==> src/rtl/scr1_dmem_port_arb.sv <==
`default_nettype none
// ----------------------------------------------------------------------------
// scr1_dmem_port_arb : LSU-priority arbiter sharing one DMEM port, with a
//                      starvation guard for the secondary master. Rev 1.0
// ----------------------------------------------------------------------------

`ifndef SCR1_DMEM_AWIDTH
`define SCR1_DMEM_AWIDTH 32
`endif
`ifndef SCR1_DMEM_DWIDTH
`define SCR1_DMEM_DWIDTH 32
`endif

package scr1_dmem_arb_pkg;
  typedef enum logic {
    SCR1_MEM_CMD_RD = 1'b0,
    SCR1_MEM_CMD_WR = 1'b1
  } type_scr1_mem_cmd_e;

  typedef enum logic [1:0] {
    SCR1_MEM_WIDTH_BYTE  = 2'b00,
    SCR1_MEM_WIDTH_HWORD = 2'b01,
    SCR1_MEM_WIDTH_WORD  = 2'b10,
    SCR1_MEM_WIDTH_ERROR = 2'b11
  } type_scr1_mem_width_e;

  typedef enum logic [1:0] {
    SCR1_MEM_RESP_NOTRDY = 2'b00,
    SCR1_MEM_RESP_RDY_OK = 2'b01,
    SCR1_MEM_RESP_RDY_ER = 2'b10
  } type_scr1_mem_resp_e;
endpackage

module scr1_dmem_port_arb
  import scr1_dmem_arb_pkg::*;
#(
  parameter int unsigned SCR1_ARB_STARVE_LIMIT = 4,
  parameter int unsigned SCR1_ARB_CNT_W        = 3
) (
  input  logic                         clk,
  input  logic                         rst_n,
  // requester 0 (LSU)
  input  logic                         m0_req_i,
  input  type_scr1_mem_cmd_e           m0_cmd_i,
  input  type_scr1_mem_width_e         m0_width_i,
  input  logic [`SCR1_DMEM_AWIDTH-1:0] m0_addr_i,
  input  logic [`SCR1_DMEM_DWIDTH-1:0] m0_wdata_i,
  output logic                         m0_req_ack_o,
  output logic [`SCR1_DMEM_DWIDTH-1:0] m0_rdata_o,
  output type_scr1_mem_resp_e          m0_resp_o,
  // requester 1 (secondary master)
  input  logic                         m1_req_i,
  input  type_scr1_mem_cmd_e           m1_cmd_i,
  input  type_scr1_mem_width_e         m1_width_i,
  input  logic [`SCR1_DMEM_AWIDTH-1:0] m1_addr_i,
  input  logic [`SCR1_DMEM_DWIDTH-1:0] m1_wdata_i,
  output logic                         m1_req_ack_o,
  output logic [`SCR1_DMEM_DWIDTH-1:0] m1_rdata_o,
  output type_scr1_mem_resp_e          m1_resp_o,
  // shared DMEM port
  output logic                         dmem_req_o,
  output type_scr1_mem_cmd_e           dmem_cmd_o,
  output type_scr1_mem_width_e         dmem_width_o,
  output logic [`SCR1_DMEM_AWIDTH-1:0] dmem_addr_o,
  output logic [`SCR1_DMEM_DWIDTH-1:0] dmem_wdata_o,
  input  logic                         dmem_req_ack_i,
  input  logic [`SCR1_DMEM_DWIDTH-1:0] dmem_rdata_i,
  input  type_scr1_mem_resp_e          dmem_resp_i
);

  typedef enum logic [1:0] {
    IDLE  = 2'd0,
    BUSY0 = 2'd1,
    BUSY1 = 2'd2
  } state_e;

  localparam logic [SCR1_ARB_CNT_W-1:0] CNT_LIMIT = SCR1_ARB_CNT_W'(SCR1_ARB_STARVE_LIMIT);

  state_e                    state;
  logic [SCR1_ARB_CNT_W-1:0] starve_cnt;
  logic                      lock;
  logic                      lock_id;

  logic                      gnt_vld;
  logic                      gnt_id;
  logic                      accept;
  logic                      cnt_at_limit;

  assign cnt_at_limit = (starve_cnt == CNT_LIMIT);

  // A presented-but-unacked request keeps the grant so DMEM sees stable fields.
  always_comb begin
    gnt_vld = 1'b0;
    gnt_id  = 1'b0;
    if (state == IDLE) begin
      if (lock && (lock_id ? m1_req_i : m0_req_i)) begin
        gnt_vld = 1'b1;
        gnt_id  = lock_id;
      end else if (m1_req_i && (!m0_req_i || cnt_at_limit)) begin
        gnt_vld = 1'b1;
        gnt_id  = 1'b1;
      end else if (m0_req_i) begin
        gnt_vld = 1'b1;
        gnt_id  = 1'b0;
      end
    end
  end

  assign accept = gnt_vld & dmem_req_ack_i;

  always_comb begin
    dmem_req_o = gnt_vld;
    if (gnt_vld && gnt_id) begin
      dmem_cmd_o   = m1_cmd_i;
      dmem_width_o = m1_width_i;
      dmem_addr_o  = m1_addr_i;
      dmem_wdata_o = m1_wdata_i;
    end else begin
      dmem_cmd_o   = m0_cmd_i;
      dmem_width_o = m0_width_i;
      dmem_addr_o  = m0_addr_i;
      dmem_wdata_o = m0_wdata_i;
    end
  end

  // Responses are only routed to the owner of the in-flight transaction.
  always_comb begin
    m0_req_ack_o = accept & ~gnt_id;
    m1_req_ack_o = accept &  gnt_id;
    m0_resp_o    = SCR1_MEM_RESP_NOTRDY;
    m1_resp_o    = SCR1_MEM_RESP_NOTRDY;
    m0_rdata_o   = '0;
    m1_rdata_o   = '0;
    case (state)
      BUSY0: begin
        m0_resp_o  = dmem_resp_i;
        m0_rdata_o = dmem_rdata_i;
      end
      BUSY1: begin
        m1_resp_o  = dmem_resp_i;
        m1_rdata_o = dmem_rdata_i;
      end
      default: ;
    endcase
  end

  always_ff @(posedge clk or negedge rst_n) begin
    if (!rst_n) begin
      state      <= IDLE;
      starve_cnt <= '0;
      lock       <= 1'b0;
      lock_id    <= 1'b0;
    end else begin
      case (state)
        IDLE: begin
          if (gnt_vld) begin
            lock    <= ~dmem_req_ack_i;
            lock_id <= gnt_id;
          end else begin
            lock    <= 1'b0;
          end
          if (accept) begin
            state <= gnt_id ? BUSY1 : BUSY0;
            // Only LSU wins that bypass a waiting requester 1 count toward starvation.
            if (!gnt_id && m1_req_i) begin
              if (!cnt_at_limit) begin
                starve_cnt <= starve_cnt + SCR1_ARB_CNT_W'(1);
              end
            end else begin
              starve_cnt <= '0;
            end
          end
        end
        BUSY0, BUSY1: begin
          if (dmem_resp_i != SCR1_MEM_RESP_NOTRDY) begin
            state <= IDLE;
          end
        end
        default: state <= IDLE;
      endcase
    end
  end

endmodule

`default_nettype wire
==> config.mk <==
export PLATFORM = sky130hd
export DESIGN_NAME = scr1_dmem_port_arb
export DESIGN_NICKNAME = d
export VERILOG_FILES = /design/src/rtl/scr1_dmem_port_arb.sv
export SDC_FILE = /design/constraint.sdc
export NUM_CORES = 1
export LEC_CHECK = 0
export BUFFER_PORTS_ARGS = -buffer_cell sky130_fd_sc_hd__buf_2
export CAP_MARGIN = 20
export CELL_PAD_IN_SITES_DETAIL_PLACEMENT = 0
export CELL_PAD_IN_SITES_GLOBAL_PLACEMENT = 1
export CORE_AREA = 2 2 122 124
export CTS_CLUSTER_SIZE = 30
export DETAILED_ROUTE_END_ITERATION = 7
export DIE_AREA = 0 0 124 126
export GPL_ROUTABILITY_DRIVEN = 0
export PLACE_DENSITY_LB_ADDON = 0.1
export SETUP_SLACK_MARGIN = 0.5
export SLEW_MARGIN = 40
export SYNTH_ARGS = -nofsm -noshare
export SYNTH_HDL_FRONTEND = slang
export SYNTH_SLANG_ARGS = --single-unit
==> constraint.sdc <==
create_clock -name clk -period 2.8 [get_ports clk]
set_input_delay 0.42 -clock clk [delete_from_list [all_inputs] [get_ports clk]]
set_output_delay 0.42 -clock clk [all_outputs]
set_load 0.05 [all_outputs]
# Word level (Yosys, flattened, before mapping)
# Cells that the tools add are included.
[totals] input_bits=173 output_inout_bits=138 regBits=7 elab_cells=52
[classes] eq_ne=6 muxes=23 n_bitwise=5 add_sub_neg=1 reduce_logical=13
[ops] cell="two-way mux 32 bit" count=4
[ops] cell="two-way mux 2 bit" count=6
[ops] cell="two-way mux 1 bit" count=10
[ops] cell="two-way mux 3 bit" count=2
[ops] cell="!= test 2 bit, second input constant" count=3
[ops] cell="logical AND 1 bit" count=4
[ops] cell="case mux 2 bit (2 select lines)" count=1
[ops] cell="AND reduction 2 bit" count=2
[ops] cell="adder 3 x 1 -> 3 bit, second input constant" count=1
[ops] cell="bitwise AND 1 bit" count=3
[ops] cell="== test 3 bit, second input constant" count=1
[ops] cell="AND reduction 3 bit" count=1
[ops] cell="== test 2 x 1 -> 1 bit, second input constant" count=1
[ops] cell="== test 2 bit, second input constant" count=1
[ops] cell="logical NOT 1 bit" count=2
[ops] cell="logical NOT 2 bit" count=1
[ops] cell="inverter 1 bit" count=2
[ops] cell="nonzero test 2 bit" count=1
[ops] cell="OR reduction 2 bit" count=1
[ops] cell="logical OR 1 bit" count=1

# Logic depth before layout (Yosys ltp)
# Gate-level depths: netlist (run 1).
[depth] word_depth=10 ltp_mapped=7 depth_no_buf=6

# Worst setup path before layout (run 1)
# Ideal clock, no wire load.
[synth_path] path_kind="register to output" from="reg state[0]" to="out m1_req_ack_o" arrival_time_ns=1.786 stages_incl_launch_ff=6 slack_ns=0.594 required_ns=2.380 n_path_buf=0 cell_sequence="dfrtp_1 inv_1 ha_1 o21ai_0 inv_1 and3_1"
[synth_via] elab_chain_len=4 word_cells_on_any_way=5 cone_classes="2 x mux; 2 x bitwise; 1 x reduce/logical"
[synth_rtl] element="start, declared" line_no="79" text="state_e state;"
[synth_rtl] element="start signal, assigned" line_no="163" text="state <= gnt_id ? BUSY1 : BUSY0;"
[synth_rtl] element="logical NOT 2 bit" line_no="95" text="if (state == IDLE) begin"
[synth_rtl] element="two-way mux 1 bit" line_no="95"
[synth_rtl] element="via dmem_req_o" line_no="61" text="output logic dmem_req_o,"
[synth_rtl] element="bitwise AND 1 bit" line_no="109" text="assign accept = gnt_vld & dmem_req_ack_i;"
[synth_rtl] element="bitwise AND 1 bit" line_no="129" text="m1_req_ack_o = accept & gnt_id;"
[synth_rtl] element="end, declared" line_no="57" text="output logic m1_req_ack_o,"
# The timed path passes the listed nets, and every way through them passes these cells.

# Final worst setup path (run 1)
[layout_path] from="reg starve_cnt[1]" to="out dmem_width_o[0]"
[layout_via] elab_chain_len=8 word_cells_on_any_way=11 cone_classes="1 x eq/ne; 7 x mux; 3 x reduce/logical"
[layout_rtl] element="start, declared" line_no="80" text="logic [SCR1_ARB_CNT_W-1:0] starve_cnt;"
[layout_rtl] element="start signal, assigned" line_no="167" text="starve_cnt <= starve_cnt + SCR1_ARB_CNT_W'(1);"
[layout_rtl] element="== test 3 bit (*)" line_no="89" text="assign cnt_at_limit = (starve_cnt == CNT_LIMIT);"
[layout_rtl] element="logical OR 1 bit (*)" line_no="99" text="end else if (m1_req_i && (!m0_req_i || cnt_at_limit)) begin"
[layout_rtl] element="logical AND 1 bit (*)" line_no="99"
[layout_rtl] element="two-way mux 1 bit" line_no="99"
[layout_rtl] element="two-way mux 1 bit" line_no="96" text="if (lock && (lock_id ? m1_req_i : m0_req_i)) begin"
[layout_rtl] element="two-way mux 1 bit" line_no="95"
[layout_rtl] element="logical AND 1 bit (*)" line_no="113" text="if (gnt_vld && gnt_id) begin"
[layout_rtl] element="two-way mux 2 bit (*)" line_no="113"
[layout_rtl] element="end, declared" line_no="63" text="output type_scr1_mem_width_e dmem_width_o,"
# Every way passes the cells marked *; elsewhere a longest branch is shown, timed or not.

==> results by group, run 1 <==
Critical path
  • Reg2Reg Capture Point: starve_cnt[2]
  • CP max stage delay: roughly 0.37 ns
  • R2R setup slack: approximately 0.85 ns
  • Worst setup SP type: flip-flop
  • Reg2reg start: starve_cnt[1]
  • R2R cell count: 9
  • Slowest-stage cell, CP: dfrtp_1
  • Worst path required time: around 2.4 ns
  • Worst EP arrival: ~2.1 ns
  • Max FO, Critical Path: 9
  • CP Class: flip-flop to primary output
  • CP Capture Type: primary output
  • Critical Path, Cell by Cell: inv_2 -> ha_4 -> nand3b_1 -> a31oi_4 -> buf_12 -> clkbuf_16 -> mux2_2 -> buf_6

Final layout
  • Area Overhead vs Synth: 162%
  • Reg area: 175 sq um
  • Area of the multi-input gates: ~1700 sq um
  • Final Cell Area: roughly 4700 sq um
  • Fillers: around 1500
  • Nets: approximately 700
  • # diodes: 0
  • Fin util: approximately 33%
  • Layout cells sized above 1: roughly four fifths

Power
  • P_int: roughly 2.1 mW
  • Clock network power share: approximately 5.1%
  • Total power: 4.91 mW
  • Static Leak: approximately 2.6 nW
  • Peak supply drop: roughly 0.40 mV
  • Sw Ratio: a little under three fifths
  • Sequential Power Share: 3.8%
  • Combinational Power Share: 91.1%
  • PD cells: 1050 nW/um^2
  • Net switching power: approximately 2.8 mW

Timing
  • RSZ-0062 raised after global routing: true
  • Min Tclk post-route: 2.52 ns
  • Worst-Margin Slew: roughly 0.55 ns
  • Clock Skew: 0.00225 ns
  • Hold WS: about 0.027 ns
  • Setup TNS: 0 ns
  • Max-slew violations: 0
  • Final setup violation count: 0
  • Period utilization: roughly 90%
  • Slew margin rel.: between 60% and 70%
  • Fin. Hold Viols: 0
  • Fmax achieved: a little under 400 MHz

Logic synthesis
  • Seq cells post-synth: 7
  • Syn Area/Cell: 8.98 sq um
  • Primary FF master, synth: dfrtp_1
  • Number of synthesized flops with an enable pin: 0
  • YS warnings: 0
  • Asr flop ratio synth: 100%
  • Post-synth net total: 376
  • Count of cell types in the netlist: 31
  • Gate Count Post-Synth: between 150 and 200
  • Post-synthesis sequential area ratio: 9.85%
  • Post-Syn Area: 1780 sq um

Clock tree
  • Clk slew on worst S/H paths: 0.04 ns
  • Root Driver: clkbuf_16
  • Clock Tree Buf Depth: 2
  • Sink Count: 7
  • CTS Hold Bufs: 0
  • H-tree lvl count: 1
  • CTS Buf Count: 3
  • CTS tree: yes
  • Worst-skew pair later-pin latency: 0.24 ns

Placement
  • I/O Buffers: 310
  • Hpwl dp: about 7500 um
  • Placed cell areas: between 3000 and 4000 sq um

Floorplan
  • Row count: 44
  • Core Box Area: between 10000 and 15000 sq um
  • Total die area: between 15000 and 20000 sq um
  • Initial Utilization: 12.4%
  • Die Wd: ~120 um
  • Top Ports: between 300 and 400
  • Die H: 126 um

Global routing
  • Grt total ovfl: 0
  • Largest net degree at the start of global routing: 25
  • Initial antenna violation count: 0
  • Vias in the first global route: approximately 2500
  • GRT met1 Usage: 10.0%
  • GR peak layer: met2
  • First-pass GRT wire length: 12800 um
  • M2 GR Usage: a little under a quarter
  • Met3 Use GR: about 2.6%
  • GR Util All Layers: a little over a tenth

Route
  • Final wirelength: about 11000 um
  • Iteration-0 DRC Markers: 19
  • DRT Pass-1 Iters: 4
  • Average wire per standard cell: roughly 15 um
  • Via/cell ratio: approximately 3.9
  • DRC: 0
  • Via Count: 2768
  • Antenna-violating nets left: 0

Worst hold path
  • Worst hold path type: input port to asynchronous set/reset pin

Run
  • Max_cap viols: 0

Outcome
  • Status: completed
cells in the mapped netlist, types with 2 or more instances:
cell type  number  area (sq um)
and2_1         68           425
and3_1          2          12.5
buf_6           6          67.6
clkbuf_1        6          22.5
dfrtp_1         7           175
ha_1            5          62.6
inv_1           7          26.3
mux2_2         67           754
nand2_1         4          15.0
nand3_1         2          10.0
nand3b_1        2          15.0
nor2_1          2          7.51
o21ai_0         2          10.0
cells in the final DEF, fill, tap and decap left out, types with 2 or more instances in the layout:
cell type  instances
and2_1            68
and3_1             2
buf_12             3
buf_16             4
buf_2            242
buf_4              8
buf_6             26
buf_8             40
clkbuf_16          9
dfrtp_1            7
ha_2               2
ha_4               2
inv_1              3
inv_2              4
mux2_2            27
mux2_4            40
nand2_1            4
nand3_1            2
nand3b_1           2
nor2_1             2
o21ai_0            2
what timing repair did:
action,4_1_cts,5_1_grt
gates cloned,4,7
buffers inserted,3,3
setup endpoints to repair,68,117
hold endpoints to repair,0,0
resized for setup,90,141
pin swaps,1,2
state kept, by name (all words and copies together), names as in the netlist:
name / flops
starve_cnt: 3
lock_id: 1
lock: 1
state: 2
kinds of logic after synthesis:
group / synth area share [%]
and+or+nand+nor: 30.4
muxes: 42.4
buffers and inverters: 7.39
AOI/OAI and AO/OA: 6.40
DFF: 9.85
adders and majority gates: 3.52
power groups by stage:
| stage | Combinational [mW] | Clock [mW] | Sequential, mW |
|---|---|---|---|
| global route | 4.70 | 0.262 | 0.192 |
| finish | 4.48 | 0.251 | 0.185 |
| detailed placement | 3.36 | 0 | 0.186 |
| global placement | 3.40 | 0 | 0.185 |
| CTS | 3.83 | 0.253 | 0.182 |
| floorplan | 2.72 | 0 | 0.176 |
through the flow:
step                std cells  setup WS [ns]
global placement          682          0.357
global route              703          0.194
detailed placement        682          0.320
CTS                       693          0.247
floorplan                 198          0.594
finish                    703          0.278
metal layers:
| layer | routed length, um | part of all wire (%) | vias to the layer above |
|---|---|---|---|
| met3 | 1050 | 9.8 | 10 |
| met4 | 158 | 1.5 | 0 |
| met2 | 6040 | 57 | 175 |
| li1 | - | - | 1330 |
| met1 | 3440 | 32 | 1253 |
| met5 | 0 | 0 | - |
final cells by class:
class,instances,area share [%]
inverter,7,0.564
timing repair buffer,330,53.5
tap,184,4.94
clock buffer,4,1.69
multi-input combinational,171,35.6
sequential,7,3.76
worst max-delay path, delay by kind of cell (launching register included):
| kind | cells | cell delay, ns |
|---|---|---|
| buf+inv | 4 | 0.58 |
| fa+ha+maj | 1 | 0.13 |
| compound gates | 1 | 0.28 |
| mux | 1 | 0.34 |
| flops | 1 | 0.37 |
| simple gates | 1 | 0.14 |
worst max path at each step:
stage	startpoint	end	slack, ns
2_1_floorplan	state[0]	m1_req_ack_o	0.59
3_3_place_gp	state[0]	dmem_wdata_o[28]	0.36
3_5_place_dp	state[0]	dmem_wdata_o[8]	0.32
4_1_cts	starve_cnt[1]	dmem_addr_o[28]	0.25
5_1_grt	state[0]	dmem_addr_o[21]	0.19
6_report	starve_cnt[1]	dmem_width_o[0]	0.28
Note: power is estimated with default switching activity, not from simulation.
==> inputs of run 2 (changes only) <==
==> constraint.sdc (replaced) <==
create_clock -name clk -period 2.6 [get_ports clk]
set_input_delay 0.39 -clock clk [delete_from_list [all_inputs] [get_ports clk]]
set_output_delay 0.39 -clock clk [all_outputs]
set_load 0.05 [all_outputs]
==> run 2 against run 1 <==
Against the previous run: clock-buffer cell count unchanged; worst hold slack worse by 0.026 ns; power up 9.7%; sequential power up 8%; die area unchanged; non-clock buffer count up 9; wire length down 0.97%; first-iteration DRC count rose to 2.7 times the previous value; global-route usage up 0.93 points; sequential share of layout area down 0.093 points; cell count up 1.3%; clock skew about the same.
==> results by group, run 2 (synthesis results as in run 1) <==
Outcome
  • Status: completed (unchanged)

Route
  • Via/cell ratio: 3.91 (was 3.94)
  • Final wirelength: 10600 um (was 10700 um)
  • Average wire per standard cell: 14.9 um (was 15.2 um)
  • Iteration-0 DRC Markers: 51 (was 19)
  • Antenna-violating nets left: 0 (unchanged)
  • Via Count: 2787 (was 2768)
  • DRC: 0 (unchanged)
  • DRT Pass-1 Iters: 4 (unchanged)

Global routing
  • GR Util All Layers: 11.8% (was 10.9%)
  • Largest net degree at the start of global routing: 35 (was 25)
  • Vias in the first global route: 2835 (was 2496)
  • First-pass GRT wire length: 14100 um (was 12800 um)
  • Grt total ovfl: 0 (unchanged)
  • Initial antenna violation count: 0 (unchanged)

Timing
  • Fmax achieved: 398 MHz
  • Worst-Margin Slew: 0.494 ns (was 0.554 ns)
  • Min Tclk post-route: ~2.5 ns
  • Fin. Hold Viols: 0 (unchanged)
  • Max-slew violations: 0 (unchanged)
  • Slew margin rel.: 67.0% (was 63.0%)
  • Clock Skew: 0.00224 ns (was 0.00225 ns)
  • RSZ-0062 raised after global routing: true (unchanged)
  • Setup WS post-layout: 0.0862 ns (was 0.278 ns)
  • Final setup violation count: 0 (unchanged)
  • Setup TNS: 0 ns (unchanged)
  • Period utilization: about 97%
  • Hold WS: 0.00127 ns (was 0.0268 ns)

Final layout
  • Most common cell after layout, fill and taps aside: buf_2 (unchanged)
  • Fillers: 1487 (was 1508)
  • # diodes: 0 (unchanged)
  • Layout cells sized above 1: 79.9% (was 80.2%)
  • Nets: 707 (was 698)
  • Top reg by flops: starve_cnt (unchanged)
  • Area of the multi-input gates: 1690 sq um (was 1660 sq um)
  • Largest regs: starve_cnt: 3 flops, state: 2 flops (unchanged)
  • Area Overhead vs Synth: 169% (was 162%)
  • Commonest cells after routing, fill and taps aside: 241 x buf_2, 68 x and2_1, 47 x mux2_4 (was 242 x buf_2, 68 x and2_1, 40 x mux2_4, 40 x buf_8, 27 x mux2_2)
  • Max reg flops: 3 (unchanged)
  • Reg area: 175 sq um (unchanged)

Critical path
  • CP Capture Type: primary output (unchanged)
  • Worst path required time: 2.21 ns (was 2.38 ns)
  • Worst EP arrival: 2.12 ns (was 2.10 ns)
  • Reg2Reg Capture Point: starve_cnt[0] (was starve_cnt[2])
  • R2R cell count: 10 (was 9)
  • Reg2reg start: starve_cnt[0] (was starve_cnt[1])
  • R2R setup slack: 0.59 ns (was 0.85 ns)
  • Worst setup SP type: flip-flop (unchanged)
  • Max FO, Critical Path: 7 (was 9)
  • CP Class: flip-flop to primary output (unchanged)

Clock tree
  • CTS Buf Count: 3 (unchanged)
  • H-tree lvl count: 1 (unchanged)
  • CTS tree: yes (unchanged)
  • Worst-skew pair later-pin latency: 0.23 ns (was 0.24 ns)
  • Sink Count: 7 (unchanged)
  • Clk slew on worst S/H paths: 0.04 ns (about the same)
  • Clock Tree Buf Depth: 2 (unchanged)
  • Root Driver: clkbuf_16 (unchanged)

Power
  • Peak supply drop: 0.388 mV (was 0.399 mV)
  • Static Leak: 2.63 nW (was 2.55 nW)
  • PD cells: 1130 nW/um^2 (was 1050 nW/um^2)

Floorplan
  • Initial Utilization: 12.4% (unchanged)
  • Total die area: 15600 sq um (unchanged)
  • Die H: 126 um (unchanged)
  • Row count: 44 (unchanged)
  • Die Wd: 124 um (unchanged)
  • Core Box Area: 14300 sq um (unchanged)
  • Top Ports: 311 (unchanged)

Placement
  • I/O Buffers: 310 (unchanged)
  • Dpl ws: 0.307 ns (was 0.320 ns)
  • Hpwl dp: 7850 um (was 7460 um)

Worst hold path
  • Worst hold path type: input port to asynchronous set/reset pin (unchanged)

Run
  • Max_cap viols: 0 (unchanged)
## run 2: cell count changes in the layout (fill, tap and decap cells not counted), moves of 3 or more
| cell | previous run | this run |
|---|---|---|
| clkbuf_16 | 9 | 6 |
| inv_1 | 3 | 6 |
| buf_4 | 8 | 13 |
| mux2_2 | 27 | 20 |
| mux2_4 | 40 | 47 |
| inv_2 | 4 | 1 |
| buf_8 | 40 | 46 |
## run 2: repair_timing
| action | 4_1_cts | 5_1_grt |
|---|---|---|
| gates cloned | 5 | 4 |
| resized for setup | 159 | 85 |
| hold buffers | 0 | 0 |
| pin swaps | 1 | 1 |
| buffers inserted | 9 | 5 |
| endpoints found under the setup margin | 69 | 69 |
## run 2: how the worst max path moves through the flow
stage                       start          endpoint  slack [ns]  cells past startpoint
floorplan                state[0]    dmem_addr_o[0]        0.43                      6
global route        starve_cnt[1]   dmem_addr_o[14]       -0.02                      8
finish              starve_cnt[0]   dmem_addr_o[14]        0.09                      8
global placement    starve_cnt[0]  dmem_wdata_o[25]        0.31                      7
detailed placement  starve_cnt[0]   dmem_wdata_o[1]        0.31                      7
CTS                 starve_cnt[0]   dmem_wdata_o[4]        0.11                      9
## run 2: where the power goes
| part | total, mW | leakage (nW) | switching [mW] | internal, mW |
|---|---|---|---|---|
| sequential | 0.200 | 0.0891 | 0.0433 | 0.157 |
| clock | 0.263 | 0.0382 | 0.0585 | 0.204 |
| combinational | 4.93 | 2.50 | 2.93 | 2.00 |
## run 2: layout make-up
cell class / instances / share of cell area, %
timing repair buffer: 339 / 54.0
multi-input combinational: 171 / 35.3
tap: 184 / 4.82
sequential: 7 / 3.67
clock buffer: 4 / 1.65
inverter: 7 / 0.550
## run 2: critical path: stages, from the launching register on
cell	delay [ns]
dfrtp_1	0.37
inv_1	0.07
ha_2	0.17
nand3b_1	0.15
a31oi_4	0.26
buf_6	0.20
buf_16	0.15
mux2_2	0.36
buf_6	0.16
## run 2: metal layers
metal	global-route usage (%)	part of all wire, %	vias up	wire length [um]
met4	2.18	0.88	0	93
met5	0	0	-	0
met3	3.58	11	4	1110
li1	-	-	1342	-
met1	10.6	33	1267	3480
met2	24.9	56	174	5900
## run 2: metrics by stage
step                instances  area (sq um)  total power, mW  util [%]
finish                    712          4780             5.39      33.4
global route              712          4780             5.67      33.4
CTS                       703          4340             4.96      30.3
detailed placement        685          3540             3.91      24.7
global placement          685          3540             3.93      24.7
floorplan                 198          1790             3.13         -
==> inputs of run 3 (changes only) <==
--- a/config.mk
+++ b/config.mk
@@ -9,10 +9,10 @@
 export CAP_MARGIN = 20
 export CELL_PAD_IN_SITES_DETAIL_PLACEMENT = 0
 export CELL_PAD_IN_SITES_GLOBAL_PLACEMENT = 1
-export CORE_AREA = 2 2 122 124
+export CORE_AREA = 4 4 117 119
 export CTS_CLUSTER_SIZE = 30
 export DETAILED_ROUTE_END_ITERATION = 7
-export DIE_AREA = 0 0 124 126
+export DIE_AREA = 0 0 121 123
 export GPL_ROUTABILITY_DRIVEN = 0
 export PLACE_DENSITY_LB_ADDON = 0.1
 export SETUP_SLACK_MARGIN = 0.5
==> run 3 against run 2 <==
Against the previous run: critical endpoint is now dmem_addr_o[1]; register-to-register slack hardly changed; maximum frequency is 0.91% higher; the flow now finishes with violations (negative hold slack); largest cell class unchanged; wire length is 5.1% lower.
==> results by group, run 3 (synthesis results as in run 1) <==
Final layout
  • Nets: 698 (was 707)
  • Top reg by flops: starve_cnt (unchanged)
  • Most common cell after layout, fill and taps aside: buf_2 (unchanged)
  • # diodes: 0 (unchanged)
  • Commonest cells after routing, fill and taps aside: 242 x buf_2, 68 x and2_1, 54 x buf_4 (was 241 x buf_2, 68 x and2_1, 47 x mux2_4)
  • Area Overhead vs Synth: 140% (was 169%)
  • Final Cell Area: 4260 sq um (was 4780 sq um)
  • Largest regs: starve_cnt: 3 flops, state: 2 flops (unchanged)
  • Max reg flops: 3 (unchanged)
  • Post-Layout Cell Count: 691 (was 712)
  • Layout cells sized above 1: 79.2% (was 79.9%)

Route
  • Via Count: 2686 (was 2787)
  • Via/cell ratio: 3.89 (was 3.91)
  • Metal3 WL: 1140 um (was 1110 um)
  • Antenna-violating nets left: 0 (unchanged)
  • DRT Pass-1 Iters: 4 (unchanged)
  • Iteration-0 DRC Markers: 24 (was 51)
  • Average wire per standard cell: 14.5 um (was 14.9 um)
  • M1 WL: 3310 um (was 3480 um)
  • Metal2 WL: 5500 um (was 5900 um)
  • DRC: 0 (unchanged)
  • Final wirelength: 10000 um (was 10600 um)
  • Top sig layer: met4 (unchanged)

Critical path
  • R2R setup slack: 0.59 ns (about the same)
  • Slowest-stage cell, CP: dfrtp_1 (unchanged)
  • Worst path most repeated cell: buf_8 (was buf_6)
  • Critical Path, Cell by Cell: inv_1 -> ha_1 -> nand3b_1 -> a31oi_4 -> buf_12 -> buf_8 -> buf_16 -> mux2_4 -> buf_8 (was inv_1 -> ha_2 -> nand3b_1 -> a31oi_4 -> buf_6 -> buf_16 -> mux2_2 -> buf_6)
  • Worst setup SP type: flip-flop (unchanged)
  • CP Capture Type: primary output (unchanged)
  • Worst path required time: 2.21 ns (about the same)
  • R2R cell count: 10 (unchanged)
  • CP max stage delay: 0.37 ns (about the same)
  • Worst EP arrival: 2.10 ns (was 2.12 ns)
  • Reg2Reg Capture Point: starve_cnt[0] (unchanged)
  • Reg2reg start: starve_cnt[0] (unchanged)
  • Worst path buffer plus inverter count: 5 (was 4)
  • CP Class: flip-flop to primary output (unchanged)
  • Max FO, Critical Path: 7 (unchanged)
  • Delay-heaviest family, CP: buffers and inverters (unchanged)

Clock tree
  • H-tree lvl count: 1 (unchanged)
  • Worst-skew pair later-pin latency: 0.23 ns (about the same)
  • CTS tree: yes (unchanged)
  • Clk slew on worst S/H paths: 0.04 ns (about the same)
  • CTS Buf Count: 3 (unchanged)
  • Clock Tree Buf Depth: 2 (unchanged)
  • Sink Count: 7 (unchanged)
  • Root Driver: clkbuf_16 (unchanged)

Worst hold path
  • Worst hold path type: input port to asynchronous set/reset pin (unchanged)

Timing
  • RSZ-0062 raised after global routing: true (unchanged)
  • Hold WS: -0.00537 ns (was 0.00127 ns)
  • Setup WS post-layout: 0.109 ns (was 0.0862 ns)
  • Fmax achieved: 401 MHz (was 398 MHz)
  • Slew margin rel.: 69.2% (was 67.0%)
  • Clock Skew: 0.00170 ns (was 0.00224 ns)
  • Fin. Hold Viols: 7 (was 0)
  • Worst-Margin Slew: 0.460 ns (was 0.494 ns)
  • Final setup violation count: 0 (unchanged)
  • Period utilization: 95.8% (was 96.7%)
  • Setup TNS: 0 ns (unchanged)
  • Min Tclk post-route: 2.49 ns (was 2.51 ns)
  • Max-slew violations: 0 (unchanged)

Floorplan
  • Total die area: 14900 sq um (was 15600 sq um)
  • Row count: 41 (was 44)
  • Core Box Area: 12600 sq um (was 14300 sq um)
  • Initial Utilization: 14.1% (was 12.4%)
  • Die H: 123 um (was 126 um)
  • Top Ports: 311 (unchanged)
  • Die Wd: 121 um (was 124 um)

Power
  • Combinational Power Share: 90.6% (was 91.4%)
  • Static Leak: 2.38 nW (was 2.63 nW)
  • Peak supply drop: 0.470 mV (was 0.388 mV)
  • PD cells: 1140 nW/um^2 (was 1130 nW/um^2)
  • P_int: 1.98 mW (was 2.36 mW)
  • Sequential Power Share: 4.0% (was 3.7%)
  • Sw Ratio: 59.3% (was 56.3%)
  • Net switching power: 2.88 mW (was 3.03 mW)
  • Clock network power share: 5.3% (was 4.9%)

Global routing
  • Largest net degree at the start of global routing: 35 (unchanged)
  • First-pass GRT wire length: 13800 um (was 14100 um)
  • Vias in the first global route: 2652 (was 2835)
  • Grt total ovfl: 0 (unchanged)
  • GR Util All Layers: 11.6% (was 11.8%)
  • Initial antenna violation count: 0 (unchanged)

Placement
  • Placed cell areas: 3510 sq um (was 3540 sq um)
  • I/O Buffers: 310 (unchanged)
  • Hpwl dp: 8130 um (was 7850 um)
  • Dpl ws: 0.283 ns (was 0.307 ns)
  • Post-Place Cells: 672 (was 685)

Outcome
  • Failing checks: negative hold slack
  • Status: complete, but fails checks (was completed)

Run
  • Max_cap viols: 0 (unchanged)
-- run 3: area by class of cell --
| type | instances | area [sq um] |
|---|---|---|
| timing repair buffer | 330 | 2190 |
| inverter | 7 | 26.3 |
| tap | 172 | 215 |
| clock buffer | 4 | 78.8 |
| sequential | 7 | 175 |
| fill | 1337 | 8300 |
| multi-input combinational | 171 | 1580 |
-- run 3: power by group through the flow --
stage | Clock [mW] | Sequential (mW) | Combinational (mW)
final | 0.259 | 0.196 | 4.41
after global routing | 0.279 | 0.203 | 4.62
after CTS | 0.267 | 0.196 | 4.36
after detailed placement | 0 | 0.201 | 3.68
after global placement | 0 | 0.200 | 3.70
after floorplan | 0 | 0.189 | 2.94
-- run 3: worst max path at each step --
stage          slack (ns)  depth (start not counted)     startpoint                to
4_1_cts              0.14                          9  starve_cnt[0]    dmem_addr_o[1]
6_report             0.11                          9  starve_cnt[0]    dmem_addr_o[1]
3_5_place_dp         0.28                          7  starve_cnt[0]  dmem_wdata_o[21]
2_1_floorplan        0.43                          6       state[0]    dmem_addr_o[0]
3_3_place_gp         0.30                          7  starve_cnt[0]  dmem_wdata_o[21]
5_1_grt              0.05                          9  starve_cnt[0]  dmem_wdata_o[30]
-- run 3: routing by layer --
metal / track usage, % / vias up
li1: - / 1332
met1: 11.9 / 1178
met2: 23.4 / 170
met3: 3.71 / 6
met4: 1.49 / 0
met5: 0 / -
-- run 3: through the flow --
step / power, mW / util, %
4_1_cts: 4.82 / 33.2
6_report: 4.86 / 33.9
3_5_place_dp: 3.89 / 27.9
3_3_place_gp: 3.90 / 27.9
5_1_grt: 5.10 / 33.9
2_1_floorplan: 3.13 / -
-- run 3: what timing repair did --
| item | CTS | global route |
|---|---|---|
| pin swaps | 1 | 2 |
| hold endpoints to repair | 0 | 0 |
| hold buffers | 0 | 0 |
| gates cloned | 4 | 1 |
| resized for setup | 135 | 11 |
| setup buffers | 6 | 4 |
| endpoints found under the setup margin | 68 | 71 |
